==> src/rtl/tank_render_pkg.sv <==
// rtl/tank_render_pkg.sv - shared types, screen defaults and texel rotation for the tank renderer
package tank_render_pkg;

    localparam int SCREEN_W_DEFAULT = 640;
    localparam int SCREEN_H_DEFAULT = 480;
    localparam int TEX_W            = 8;

    typedef enum logic [1:0] {
        DIR_UP    = 2'd0,
        DIR_RIGHT = 2'd1,
        DIR_DOWN  = 2'd2,
        DIR_LEFT  = 2'd3
    } dir_t;

    typedef enum logic {
        IDLE  = 1'b0,
        BLINK = 1'b1
    } blink_state_t;

    typedef struct packed {
        logic [TEX_W-1:0] su;
        logic [TEX_W-1:0] sv;
    } texel_t;

    // Maps an on-screen texel (u,v) back to the upright source texel; m is SPRITE_N-1.
    function automatic texel_t rotate_texel(input logic [TEX_W-1:0] u,
                                            input logic [TEX_W-1:0] v,
                                            input dir_t             d,
                                            input logic [TEX_W-1:0] m);
        texel_t t;
        case (d)
            DIR_RIGHT: begin t.su = v;     t.sv = m - u; end
            DIR_DOWN:  begin t.su = m - u; t.sv = m - v; end
            DIR_LEFT:  begin t.su = m - v; t.sv = u;     end
            default:   begin t.su = u;     t.sv = v;     end
        endcase
        return t;
    endfunction

endpackage

==> src/rtl/sprite_delay_line.sv <==
// rtl/sprite_delay_line.sv - resettable DEPTH-stage shift register for pipeline side-band bits
module sprite_delay_line #(
    parameter int DEPTH = 1,
    parameter int WIDTH = 1
) (
    input  logic             vga_clk,
    input  logic             reset_n,
    input  logic [WIDTH-1:0] din,
    output logic [WIDTH-1:0] dout
);

    logic [WIDTH-1:0] taps [DEPTH];

    always_ff @(posedge vga_clk) begin
        if (!reset_n) begin
            for (int i = 0; i < DEPTH; i++) begin
                taps[i] <= '0;
            end
        end else begin
            taps[0] <= din;
            for (int i = 1; i < DEPTH; i++) begin
                taps[i] <= taps[i-1];
            end
        end
    end

    assign dout = taps[DEPTH-1];

endmodule

==> src/rtl/tank_sprite_renderer.sv <==
// rtl/tank_sprite_renderer.sv - positioned, scaled, rotated tank sprite with hit blink
// Optional macro TANK_ANIM_EN adds a tread-animation frame select as the ROM address MSB.
module tank_sprite_renderer
    import tank_render_pkg::*;
#(
    parameter int SPRITE_N     = 32,
    parameter int SCALE_SHIFT  = 0,
    parameter int IDX_W        = 4,
    parameter int ROM_LAT      = 1,
    parameter int SCREEN_W     = SCREEN_W_DEFAULT,
    parameter int SCREEN_H     = SCREEN_H_DEFAULT,
    parameter int FLASH_FRAMES = 64,
    parameter int BLINK_HALF   = 4,
    localparam int LOG_N       = $clog2(SPRITE_N),
`ifdef TANK_ANIM_EN
    localparam int ADDR_W      = 2*LOG_N + 1
`else
    localparam int ADDR_W      = 2*LOG_N
`endif
) (
    input  logic              vga_clk,
    input  logic              reset_n,
    input  logic [9:0]        DrawX,
    input  logic [9:0]        DrawY,
    input  logic              blank,
    input  logic [9:0]        pos_x,
    input  logic [9:0]        pos_y,
    input  logic [1:0]        dir,
    input  logic              pos_valid,
    input  logic              flash_start,
    output logic [ADDR_W-1:0] rom_address,
    input  logic [IDX_W-1:0]  rom_q,
    output logic [IDX_W-1:0]  pix_idx,
    output logic              pix_hit,
    output logic              flashing
);

    localparam int TA_W = 2*LOG_N;
    localparam int SIZE = SPRITE_N << SCALE_SHIFT;
    localparam int FC_W = (FLASH_FRAMES > 1) ? $clog2(FLASH_FRAMES) : 1;
    localparam logic [TEX_W-1:0] M = TEX_W'(SPRITE_N - 1);

    logic [9:0] pend_x, pend_y, shad_x, shad_y;
    logic [9:0] nxt_x, nxt_y;
    dir_t       pend_dir, shad_dir, nxt_dir;
    logic       frame_tick;

    // A pos_valid landing on the tick cycle bypasses the pending stage.
    assign nxt_x   = pos_valid ? pos_x : pend_x;
    assign nxt_y   = pos_valid ? pos_y : pend_y;
    assign nxt_dir = pos_valid ? dir_t'(dir) : pend_dir;

    always_ff @(posedge vga_clk) begin
        if (!reset_n) begin
            frame_tick <= 1'b0;
            pend_x     <= '0;
            pend_y     <= '0;
            pend_dir   <= DIR_UP;
            shad_x     <= '0;
            shad_y     <= '0;
            shad_dir   <= DIR_UP;
        end else begin
            frame_tick <= (DrawX == 10'd0) && (DrawY == 10'(SCREEN_H));
            if (pos_valid) begin
                pend_x   <= pos_x;
                pend_y   <= pos_y;
                pend_dir <= dir_t'(dir);
            end
            if (frame_tick) begin
                shad_x   <= nxt_x;
                shad_y   <= nxt_y;
                shad_dir <= nxt_dir;
            end
        end
    end

    // Stage 0: box test and texel coordinates straight off the beam position.
    logic [9:0]        dx, dy;
    logic              in_x, in_y, in_box;
    texel_t            texel;
    logic [TA_W-1:0]   tex_addr;
    logic [ADDR_W-1:0] addr_next;

    assign dx     = DrawX - shad_x;
    assign dy     = DrawY - shad_y;
    assign in_x   = (DrawX >= shad_x) && ({22'd0, dx} < 32'(SIZE)) && ({22'd0, DrawX} < 32'(SCREEN_W));
    assign in_y   = (DrawY >= shad_y) && ({22'd0, dy} < 32'(SIZE)) && ({22'd0, DrawY} < 32'(SCREEN_H));
    assign in_box = in_x && in_y;

    assign texel    = rotate_texel(TEX_W'(dx >> SCALE_SHIFT), TEX_W'(dy >> SCALE_SHIFT), shad_dir, M);
    assign tex_addr = TA_W'({24'd0, texel.sv} * 32'(SPRITE_N) + {24'd0, texel.su});

`ifdef TANK_ANIM_EN
    logic       anim_sel;
    logic [2:0] anim_cnt;

    // Treads only advance on frames where the tank actually moved.
    always_ff @(posedge vga_clk) begin
        if (!reset_n) begin
            anim_sel <= 1'b0;
            anim_cnt <= '0;
        end else if (frame_tick && ((nxt_x != shad_x) || (nxt_y != shad_y))) begin
            anim_cnt <= anim_cnt + 3'd1;
            if (anim_cnt == 3'd7) begin
                anim_sel <= ~anim_sel;
            end
        end
    end

    assign addr_next = {anim_sel, tex_addr};
`else
    assign addr_next = tex_addr;
`endif

    // Blink state machine; visibility only ever moves on a frame tick.
    blink_state_t    state;
    logic [FC_W-1:0] fcnt, fcnt_inc;
    logic            visible, vis_inc;

    assign fcnt_inc = fcnt + FC_W'(1);
    assign vis_inc  = ((32'(fcnt_inc) / 32'(BLINK_HALF)) & 32'd1) == 32'd0;

    always_ff @(posedge vga_clk) begin
        if (!reset_n) begin
            state    <= IDLE;
            fcnt     <= '0;
            visible  <= 1'b1;
            flashing <= 1'b0;
        end else begin
            case (state)
                IDLE: begin
                    visible  <= 1'b1;
                    flashing <= 1'b0;
                    if (flash_start) begin
                        state    <= BLINK;
                        fcnt     <= '0;
                        flashing <= 1'b1;
                    end
                end
                BLINK: begin
                    flashing <= 1'b1;
                    if (flash_start) begin
                        fcnt <= '0;
                        if (frame_tick) begin
                            visible <= 1'b1;
                        end
                    end else if (frame_tick) begin
                        if (fcnt == FC_W'(FLASH_FRAMES - 1)) begin
                            state    <= IDLE;
                            fcnt     <= '0;
                            visible  <= 1'b1;
                            flashing <= 1'b0;
                        end else begin
                            fcnt    <= fcnt_inc;
                            visible <= vis_inc;
                        end
                    end
                end
                default: state <= IDLE;
            endcase
        end
    end

    // Stage 1: ROM address plus side-band bits, then delayed to meet rom_q.
    logic [1:0] side_s1, side_d;

    always_ff @(posedge vga_clk) begin
        if (!reset_n) begin
            rom_address <= '0;
            side_s1     <= '0;
        end else begin
            rom_address <= in_box ? addr_next : '0;
            side_s1     <= {in_box & blank, visible};
        end
    end

    sprite_delay_line #(
        .DEPTH (ROM_LAT),
        .WIDTH (2)
    ) u_side_delay (
        .vga_clk (vga_clk),
        .reset_n (reset_n),
        .din     (side_s1),
        .dout    (side_d)
    );

    logic hit_next;
    assign hit_next = side_d[1] & side_d[0] & (rom_q != '0);

    always_ff @(posedge vga_clk) begin
        if (!reset_n) begin
            pix_hit <= 1'b0;
            pix_idx <= '0;
        end else begin
            pix_hit <= hit_next;
            pix_idx <= hit_next ? rom_q : '0;
        end
    end

endmodule

==> config.mk <==
export PLATFORM = sky130hd
export DESIGN_NAME = tank_sprite_renderer
export DESIGN_NICKNAME = d
export VERILOG_FILES = /design/src/rtl/tank_render_pkg.sv /design/src/rtl/sprite_delay_line.sv /design/src/rtl/tank_sprite_renderer.sv
export SDC_FILE = /design/constraint.sdc
export NUM_CORES = 1
export LEC_CHECK = 0
export CAP_MARGIN = 20
export CORE_UTILIZATION = 30
export DETAILED_ROUTE_END_ITERATION = 8
export GPL_ROUTABILITY_DRIVEN = 0
export PLACE_DENSITY = 0.59
export SLEW_MARGIN = 25
export SYNTH_ARGS = -nofsm -noshare
export SYNTH_HDL_FRONTEND = slang
export SYNTH_SLANG_ARGS = --single-unit
==> constraint.sdc <==
create_clock -name vga_clk -period 5.3 [get_ports vga_clk]
set_input_delay 1.06 -clock vga_clk [delete_from_list [all_inputs] [get_ports vga_clk]]
set_output_delay 1.06 -clock vga_clk [all_outputs]
set_load 0.005 [all_outputs]
# [Word-level counts from Yosys, hierarchy flattened]
# Memory sizes are Yosys's and may differ from the RTL's.
# Cells that the tools add are included.
[totals] memories=1 romBits=0 mem_bits_rw=2 elab_cells=75 latch_bits=0 out_inout_bits=16 input_bits=51 ff_bits=70
[op_classes] addsub=6 n_eq_ne=8 div_mod_pow=0 bitwise_logic=4 reduce_logical=13 n_lt_le_gt_ge=6 mux=23 shifts=0 mul=0
[mem_list] memory="u_side_delay.taps" depth=1 word_bits=2 read_ports=1 rd_ports_with_merged_regs=0 write_ports=1 line_no="sprite_delay_line.sv:12" source="logic [WIDTH-1:0] taps [DEPTH];"
[op_table] cell="case mux 16 bit (3 select lines)" count=1
[op_table] cell="zero test 32 bit" count=1
[op_table] cell="two-way mux 6 bit" count=4
[op_table] cell=">= comparator 10 bit" count=2
[op_table] cell="< comparator 10 x 6 -> 1 bit (second input constant)" count=2
[op_table] cell="two-way mux 10 bit" count=2
[op_table] cell="subtractor 10 bit" count=2
[op_table] cell="subtractor 5 x 8 -> 8 bit (first input constant)" count=2
[op_table] cell="case mux 6 bit (2 select lines)" count=1
[op_table] cell="two-way mux 1 bit" count=11
[op_table] cell="adder 10 x 8 -> 10 bit" count=1
[op_table] cell="== test 10 x 9 -> 1 bit (second input constant)" count=1
[op_table] cell="zero test 10 bit" count=1
[op_table] cell="< comparator 10 bit (second input constant)" count=1
[op_table] cell="< comparator 10 x 9 -> 1 bit (second input constant)" count=1
[op_table] cell="adder 6 x 1 -> 6 bit (second input constant)" count=1
[op_table] cell="== test 6 bit (second input constant)" count=1
[op_table] cell="logical AND 1 bit" count=6
[op_table] cell="AND reduction 2 bit" count=3
[op_table] cell="== test 2 bit (second input constant)" count=2
[op_table] cell="two-way mux 2 bit" count=2
[op_table] cell="!= test 2 bit (second input constant)" count=2
[op_table] cell="case mux 1 bit (2 select lines)" count=2
[op_table] cell="nonzero test 4 bit" count=1
[op_table] cell="other kinds (5)" count=7

# [Longest topological paths before layout]
# Gate-level depths: netlist (run 1).
[depth] word_depth=6 depth_mapped=19 mapped_depth_nobuf=19

# [Modules after synthesis]
# From an unflattened synthesis (run 1), not the netlist that was laid out.
[unflattened] cells_unflattened=464 area_unflattened_um2=4176.5
[modules_own_cells] module="tank_sprite_renderer" area_each_um2=4124.0 n_inst=1 cells_each=460 seq_area_each_um2=1401.3
[modules_own_cells] module="sprite_delay_line" area_each_um2=52.6 n_inst=1 cells_each=4 seq_area_each_um2=40.0

# [Least setup slack after synthesis (run 1)]
# Ideal clock, no wire load.
[synth_path] path_kind="in2reg" from="input DrawX[0]" to="register rom_address[9]" arrival_time_ns=4.272 n_path_buf=0 setup_ns=0.088 path_stages=18 path_slack_ns=0.940 required_time_ns=5.212 cell_sequence="inv_1 > ha_1 > inv_1 > fa_1 > a211oi_1 > o21bai_1 > nand2_1 > xor2_1 > ha_1 > or3_1 > o32a_1 > o21ai_0 > ha_1 > nor2b_1 > or2_2 > a311oi_1 > xor2_1 > nor4_2"
[synth_between] elab_chain_cells=6 elab_cells_between_ends=11 cone_classes="add/sub: 3; order compare: 3; mux: 1; reduce/logical: 4"
[synth_lines] element="from (decl)" line_no="tank_sprite_renderer.sv:23" source="input logic [9:0] DrawX,"
[synth_lines] element="branches (longest 6 deep; another with subtractor 10 bit)"
[synth_lines] element="to (signal assigned)" line_no="tank_sprite_renderer.sv:172" source="rom_address <= in_box ? addr_next : '0;"
[synth_lines] element="to (decl)" line_no="tank_sprite_renderer.sv:31" source="output logic [ADDR_W-1:0] rom_address,"
# Parallel ways; which one is timed is not known.
# A chain may end at the register's enable or synchronous reset.

# [Worst setup path after layout (run 1)]
# Ends and elaborated chain as after synthesis.

==> flow_summary.toml, run 1 <==
[status]
outcome = "complete, no violations"

[critical_path]
critical_path.most_common_cell = "ha_1"
critPathLaunch = "DrawX[0]"
crit_path_end_kind = "register"
path_buf_inv = 3
critical_path.max_stage_delay_ns = 0.41
worstPathRequired_ns = 5.54
worstSetupStartpointType = "primary input"
cp_top_family = "simple AND/OR/NAND/NOR gates"
cp_max_fo = 3
r2r_start = "shad_y[0]$_SDFFE_PN0P_"
cp_slowest_cell = "fa_1"
arrival_ns = 5.05
worstPathCellList = "clkdlybuf4s50_1 -> inv_1 -> ha_1 -> inv_1 -> fa_1 -> a211oi_1 -> o21bai_1 -> nand2_1 -> xor2_1 -> ha_1 -> or3_1 -> o21ai_0 -> o21ai_0 -> ha_1 -> nor2b_1 -> nor2_1 -> nor4b_1 -> a311oi_1 -> xor2_1 -> nor4_2"
worst-setup-path-type = "primary input to register"

[routing]
vias_per_cell = 4.94
wl_per_cell_um = 13.9
dr_total_vias = 3534
wl_um = 9970
ant_nets = 0
drt_iter0_markers = 166
first_pass_iters = 4
drc = 0

[timing]
final-hold-violation-count = 0
finalMaxSlewViolations = 0
fmax_mhz = 208
final.period_utilization = 0.909
period_needed_ns = 4.82
relSlewSlack = 0.480
fin_worst_skew_ns = 0.00649
layout_setup_ws_ns = 0.484
rsz0062_at_grt = "no"
finalSetupViolCount = 0
tns_ns = 0
hold_ws_ns = 0.429
tightestPinTransition_ns = 0.780

[die]
die-area_sq_um = 14800
placementRows = 43
die_y_um = 122
start_util = 0.308
core_sq_um = 13900
fp.dieW_um = 122
io_pins = 67

[final_layout]
num_antenna_cells = 0
multi_input_area_sq_um = 2620
drive_above_1_share = 0.0672
area_growth_pct = 24.4
final_cells = 716
nFillCells = 1387
fin_nets = 612
regArea_sq_um = 1440
utilization = 0.383

[grt]
grt_max_degree = 57
grt_use_met2 = 0.218
track_usage = 0.144
use_met1 = 0.181
grt_pass1_wl_um = 16500
grt.busiest_layer = "met2"
grt-ovfl-total = 0
grt_pass1_vias = 3398
grt_antenna_before_repair = 0
grt_use_met3 = 0.0407

[power_and_ir_drop]
ir_drop_uv = 164
switching_share = 0.244
p_seq_frac = 0.429
pwr-share-clk = 0.407
p_sw_mw = 0.317
internal_power_mw = 0.981
leakage_nw = 2.08
power-per-cell-area_nw_per_um2 = 243
p_comb_frac = 0.164

[min_path]
min_path_type = "register to register"
min-delay-start = "side_s1[0]$_SDFF_PN0_"

[synthesis]
synth_nets = 556
synthCells = 477
async_flop_share = 0
ys_seq_area_frac = 0.336
ys_top_cells_by_count = "dfxtp_1 (72), nand2_1 (38), nor2b_1 (31)"
avgSynthCellArea_sq_um = 9.00
synth-main-ff-cell = "dfxtp_1"
yosys.cell_types.count = 70
ys_top_cells_by_area = "dfxtp_1 (34%), ha_1 (7.3%), mux2i_1 (7.0%), o211a_1 (5.6%), nor2b_1 (4.5%)"
synth-edff-count = 0
ys_warn_count = 0
yosysMostFrequentCell = "dfxtp_1"
yosysTopAreaCellShare = 0.336
synth_area_leader_cell = "dfxtp_1"
syn_area_sq_um = 4290
ys_seq_elements = 72

[clock_network]
cts_resized = 0
cts-buffers-inserted = 9
hold_buffers = 0
cts.sinks = 72
htreeDepth = 3
cts_setup_buffers = 0
cts_tree = "yes"
cts_root_buf = "clkbuf_16"
clockBufferDepth = 2
clk_pin_slew_ns = 0.05
insertion_delay_ns = 0.34

[placed_design]
dp_slack_ns = 0.164
dp.cells = 702
port_buffers = 66
place_hpwl_um = 7730

[job]
max-cap-violations = 0
## kinds of logic (layout without fill, tap and decap cells)
kind of cell	Yosys count	count (layout)	share of synthesized area
mux	30	30	0.0700
buf+inv	54	113	0.0542
flops	72	72	0.336
compound gates	104	104	0.182
fa+ha+maj	28	28	0.0869
xor+xnor	20	20	0.0408
simple gates	169	169	0.230
## stage by stage
| step | area, sq um | total power, mW |
|---|---|---|
| 2_1_floorplan | 4290 | 0.707 |
| 3_3_place_gp | 5080 | 0.776 |
| 3_5_place_dp | 5080 | 0.780 |
| 4_1_cts | 5340 | 1.32 |
| 5_1_grt | 5340 | 1.36 |
| 6_report | 5340 | 1.30 |
## metal layers
metal | routed length [um] | part of all wire
met5 | 0 | 0
met4 | 400 | 0.040
met3 | 539 | 0.054
met2 | 4270 | 0.43
met1 | 4760 | 0.48
## layout make-up
| cell class | count | area share |
|---|---|---|
| clock buffer | 13 | 0.0469 |
| clock inverter | 1 | 0.000937 |
| inverter | 29 | 0.0204 |
| multi-input combinational | 351 | 0.490 |
| sequential | 72 | 0.270 |
| tap | 180 | 0.0422 |
| timing repair buffer | 70 | 0.129 |
## worst register-to-register path: cells and delay by family, from the launching register on
kind,cells,cell delay (ns)
adder cells (fa/ha/maj),3,0.98
buffers and inverters,1,0.07
XOR/XNOR,1,0.22
flip-flops,1,0.38
AND/OR/NAND/NOR,6,1.14
AO/OA/AOI/OAI,5,1.06
## state kept, by name (all words and copies together) (netlist names)
name               cells
pend_dir               2
rom_address           10
pix_hit                1
visible                1
shad_x                10
pix_idx                4
shad_y                10
pend_y                10
pend_x                10
frame_tick             1
u_side_delay.taps      2
side_s1                2
shad_dir               2
fcnt                   6
state                  1
## layout by cell type (no fill, tap or decap), types with 4 or more instances in the layout
master           Yosys  layout
inv_1               27      27
xor2_1               5       5
dfxtp_1             72      72
ha_1                25      25
nand4_1              7       7
buf_4                1       4
and2_1              10      10
a211oi_1             7       7
nand3_1             10      10
a21oi_1             19      19
o211a_1             24      24
nor4_2               9       9
nand2_1             38      38
xnor2_1             15      15
clkbuf_16            0       9
a21o_1               6       6
nor2b_1             31      31
mux2i_1             30      30
o211ai_1             5       5
clkdlybuf4s50_1      0      66
nor3_1               5       5
nor2_1              24      24
o21ai_0             15      15
nand2b_1             5       5
## path summary, 6_finish.rpt
kind,slack [ns],cells past startpoint,endpoint
worst max-delay path,0.48,20,rom_address[9]$_SDFF_PN0_
worst min-delay path,0.43,1,u_side_delay.taps[0][0]$_SDFF_PN0_
worst max register to register,1.35,16,rom_address[9]$_SDFF_PN0_
worst min register to register,0.43,1,u_side_delay.taps[0][0]$_SDFF_PN0_
## power by group through the flow
stage	sequential, mW	combinational (mW)	clock [mW]
2_1_floorplan	0.567	0.140	0
3_3_place_gp	0.568	0.208	0
3_5_place_dp	0.568	0.212	0
4_1_cts	0.556	0.214	0.548
5_1_grt	0.557	0.236	0.570
6_report	0.557	0.213	0.528
Power figures use the tool's default switching activity.
==> run 2, diff against run 1 <==
CORE_UTILIZATION = 54   (was 30)
PLACE_DENSITY = 0.89   (was 0.59)
==> run 2 against run 1 <==
Effect of this change: setup slack got worse by 0.043 ns; hold slack improved by 0.015 ns; first-iteration DRC count rose by 1.8%; total power fell by 7.5%; non-clock buffer count did not move; wire length fell by 0.19%; via count rose by 6.7%; clock power fell by 19%.
==> flow_summary.toml, run 2 (synthesis results as in run 1) <==
[critical_path]
worstSetupStartpointType = "primary input"
critPathLaunch = "DrawY[0]"
ff2ff_setup_slack_ns = 1.30
cp_max_fo = 4
ff2ff_path_depth = 15
worst-setup-path-type = "primary input to register"
r2r_start = "shad_y[0]$_SDFFE_PN0P_"
arrival_ns = 5.11
worstPathRequired_ns = 5.55
crit_path_end_kind = "register"
rr_endpoint = "rom_address[9]$_SDFF_PN0_"

[routing]
wl_per_cell_um = 15.5
ant_nets = 0
dr_total_vias = 3772
first_pass_iters = 5
drc = 0
drt_iter0_markers = 169
wl_um = 9950
vias_per_cell = 5.89

[grt]
grt_pass1_wl_um = 16400
grt_pass1_vias = 3686
track_usage = 0.246
grt-ovfl-total = 0
grt_max_degree = 57
grt_antenna_before_repair = 0

[final_layout]
stdcell_area_sq_um = 5180
fin_nets = 612
final_common_cell = "dfxtp_1"
final_cell_mix = "dfxtp_1 (72), clkdlybuf4s50_1 (66), nand2_1 (38)"
area_growth_pct = 20.7
num_antenna_cells = 0
drive_above_1_share = 0.0762
final_cells = 640

[clock_network]
cts_setup_buffers = 0
cts_root_buf = "clkbuf_8"
cts.sinks = 72
cts_resized = 0
cts_tree = "yes"
hold_buffers = 0
cts-buffers-inserted = 9
clockBufferDepth = 2
htreeDepth = 3
insertion_delay_ns = 0.35
clk_pin_slew_ns = 0.07

[power_and_ir_drop]
power-per-cell-area_nw_per_um2 = 232
leakage_nw = 2.05
ir_drop_uv = 150

[timing]
final.period_utilization = 0.917
relSlewSlack = 0.437
finalMaxSlewViolations = 0
rsz0062_at_grt = "no"
tightestPinTransition_ns = 0.834
finalSetupViolCount = 0
layout_setup_ws_ns = 0.441
fmax_mhz = 206
period_needed_ns = 4.86
tns_ns = 0
final-hold-violation-count = 0
fin_worst_skew_ns = 0.0110

[placed_design]
port_buffers = 66
place_area_sq_um = 4990
dp_slack_ns = 0.190
dp.cells = 624
place_hpwl_um = 7340

[die]
start_util = 0.556
die-area_sq_um = 8310
die_y_um = 91.2
io_pins = 67
fp.dieW_um = 91.2
placementRows = 32
core_sq_um = 7730

[min_path]
min_path_type = "register to register"
whs_path_depth = 1
min-delay-start = "side_s1[1]$_SDFF_PN0_"
hold_path_end = "u_side_delay.taps[0][1]$_SDFF_PN0_"

[status]
outcome = "complete, no violations"

[job]
max-cap-violations = 0
-- run 2: per-stage QoR --
stage	hold WS, ns	power [mW]	util
2_1_floorplan	0.412	0.707	-
3_3_place_gp	0.416	0.770	0.645
3_5_place_dp	0.429	0.780	0.645
4_1_cts	0.451	1.20	0.671
5_1_grt	0.465	1.25	0.671
6_report	0.444	1.20	0.671
-- run 2: power breakdown --
group	internal (mW)	total [mW]	switching, mW
clock	0.217	0.430	0.213
sequential	0.552	0.556	0.00400
combinational	0.105	0.215	0.111
-- run 2: layer usage --
layer | track usage | vias to the layer above | part of all wire | wire length [um]
met1 | 0.293 | 1769 | 0.43 | 4230
li1 | - | 1819 | - | -
met5 | 0 | - | 0 | 0
met3 | 0.0436 | 36 | 0.052 | 516
met4 | 0.130 | 0 | 0.037 | 373
met2 | 0.422 | 148 | 0.49 | 4830
-- run 2: worst max-delay path: stages --
cell and delay [ns]:
clkdlybuf4s50_1 0.45, inv_1 0.08, ha_1 0.20, inv_1 0.07, fa_1 0.40, a211oi_1 0.44
or4b_1 0.20, nand4_1 0.18, a21oi_1 0.30, o32a_1 0.21, o21ai_0 0.10, ha_1 0.35
nor2b_1 0.15, or2_2 0.29, a311oi_1 0.30, xor2_1 0.12, nor4_2 0.20
-- run 2: cell type report --
class                   count  area [sq um]
clock buffers               9           124
clock inverters             7          71.3
fillers                   601          2540
inverters                  29           109
multi-input cells         351          2620
flip-flops and latches     72          1440
well taps                 102           128
repair buffers             70           691
-- run 2: how the worst max path moves through the flow --
stage | to | slack [ns] | cells past startpoint
floorplan | rom_address[9]$_SDFF_PN0_ | 0.94 | 18
global placement | rom_address[9]$_SDFF_PN0_ | 0.36 | 19
detailed placement | rom_address[9]$_SDFF_PN0_ | 0.19 | 17
CTS | rom_address[9]$_SDFF_PN0_ | 0.55 | 17
global route | rom_address[9]$_SDFF_PN0_ | 0.20 | 17
finish | rom_address[9]$_SDFF_PN0_ | 0.44 | 17
==> run 3, diff against run 2 <==
--- a/config.mk
+++ b/config.mk
@@ -12,2 +12,3 @@
 export PLACE_DENSITY = 0.89
+export SKIP_LAST_GASP = 1
 export SLEW_MARGIN = 25
--- a/constraint.sdc
+++ b/constraint.sdc
@@ -3,2 +3,2 @@
 set_output_delay 1.06 -clock vga_clk [all_outputs]
-set_load 0.005 [all_outputs]
+set_load 0.05 [all_outputs]
==> results of run 3 <==
The final DEF is identical to that of run 2. Status: complete, no violations.
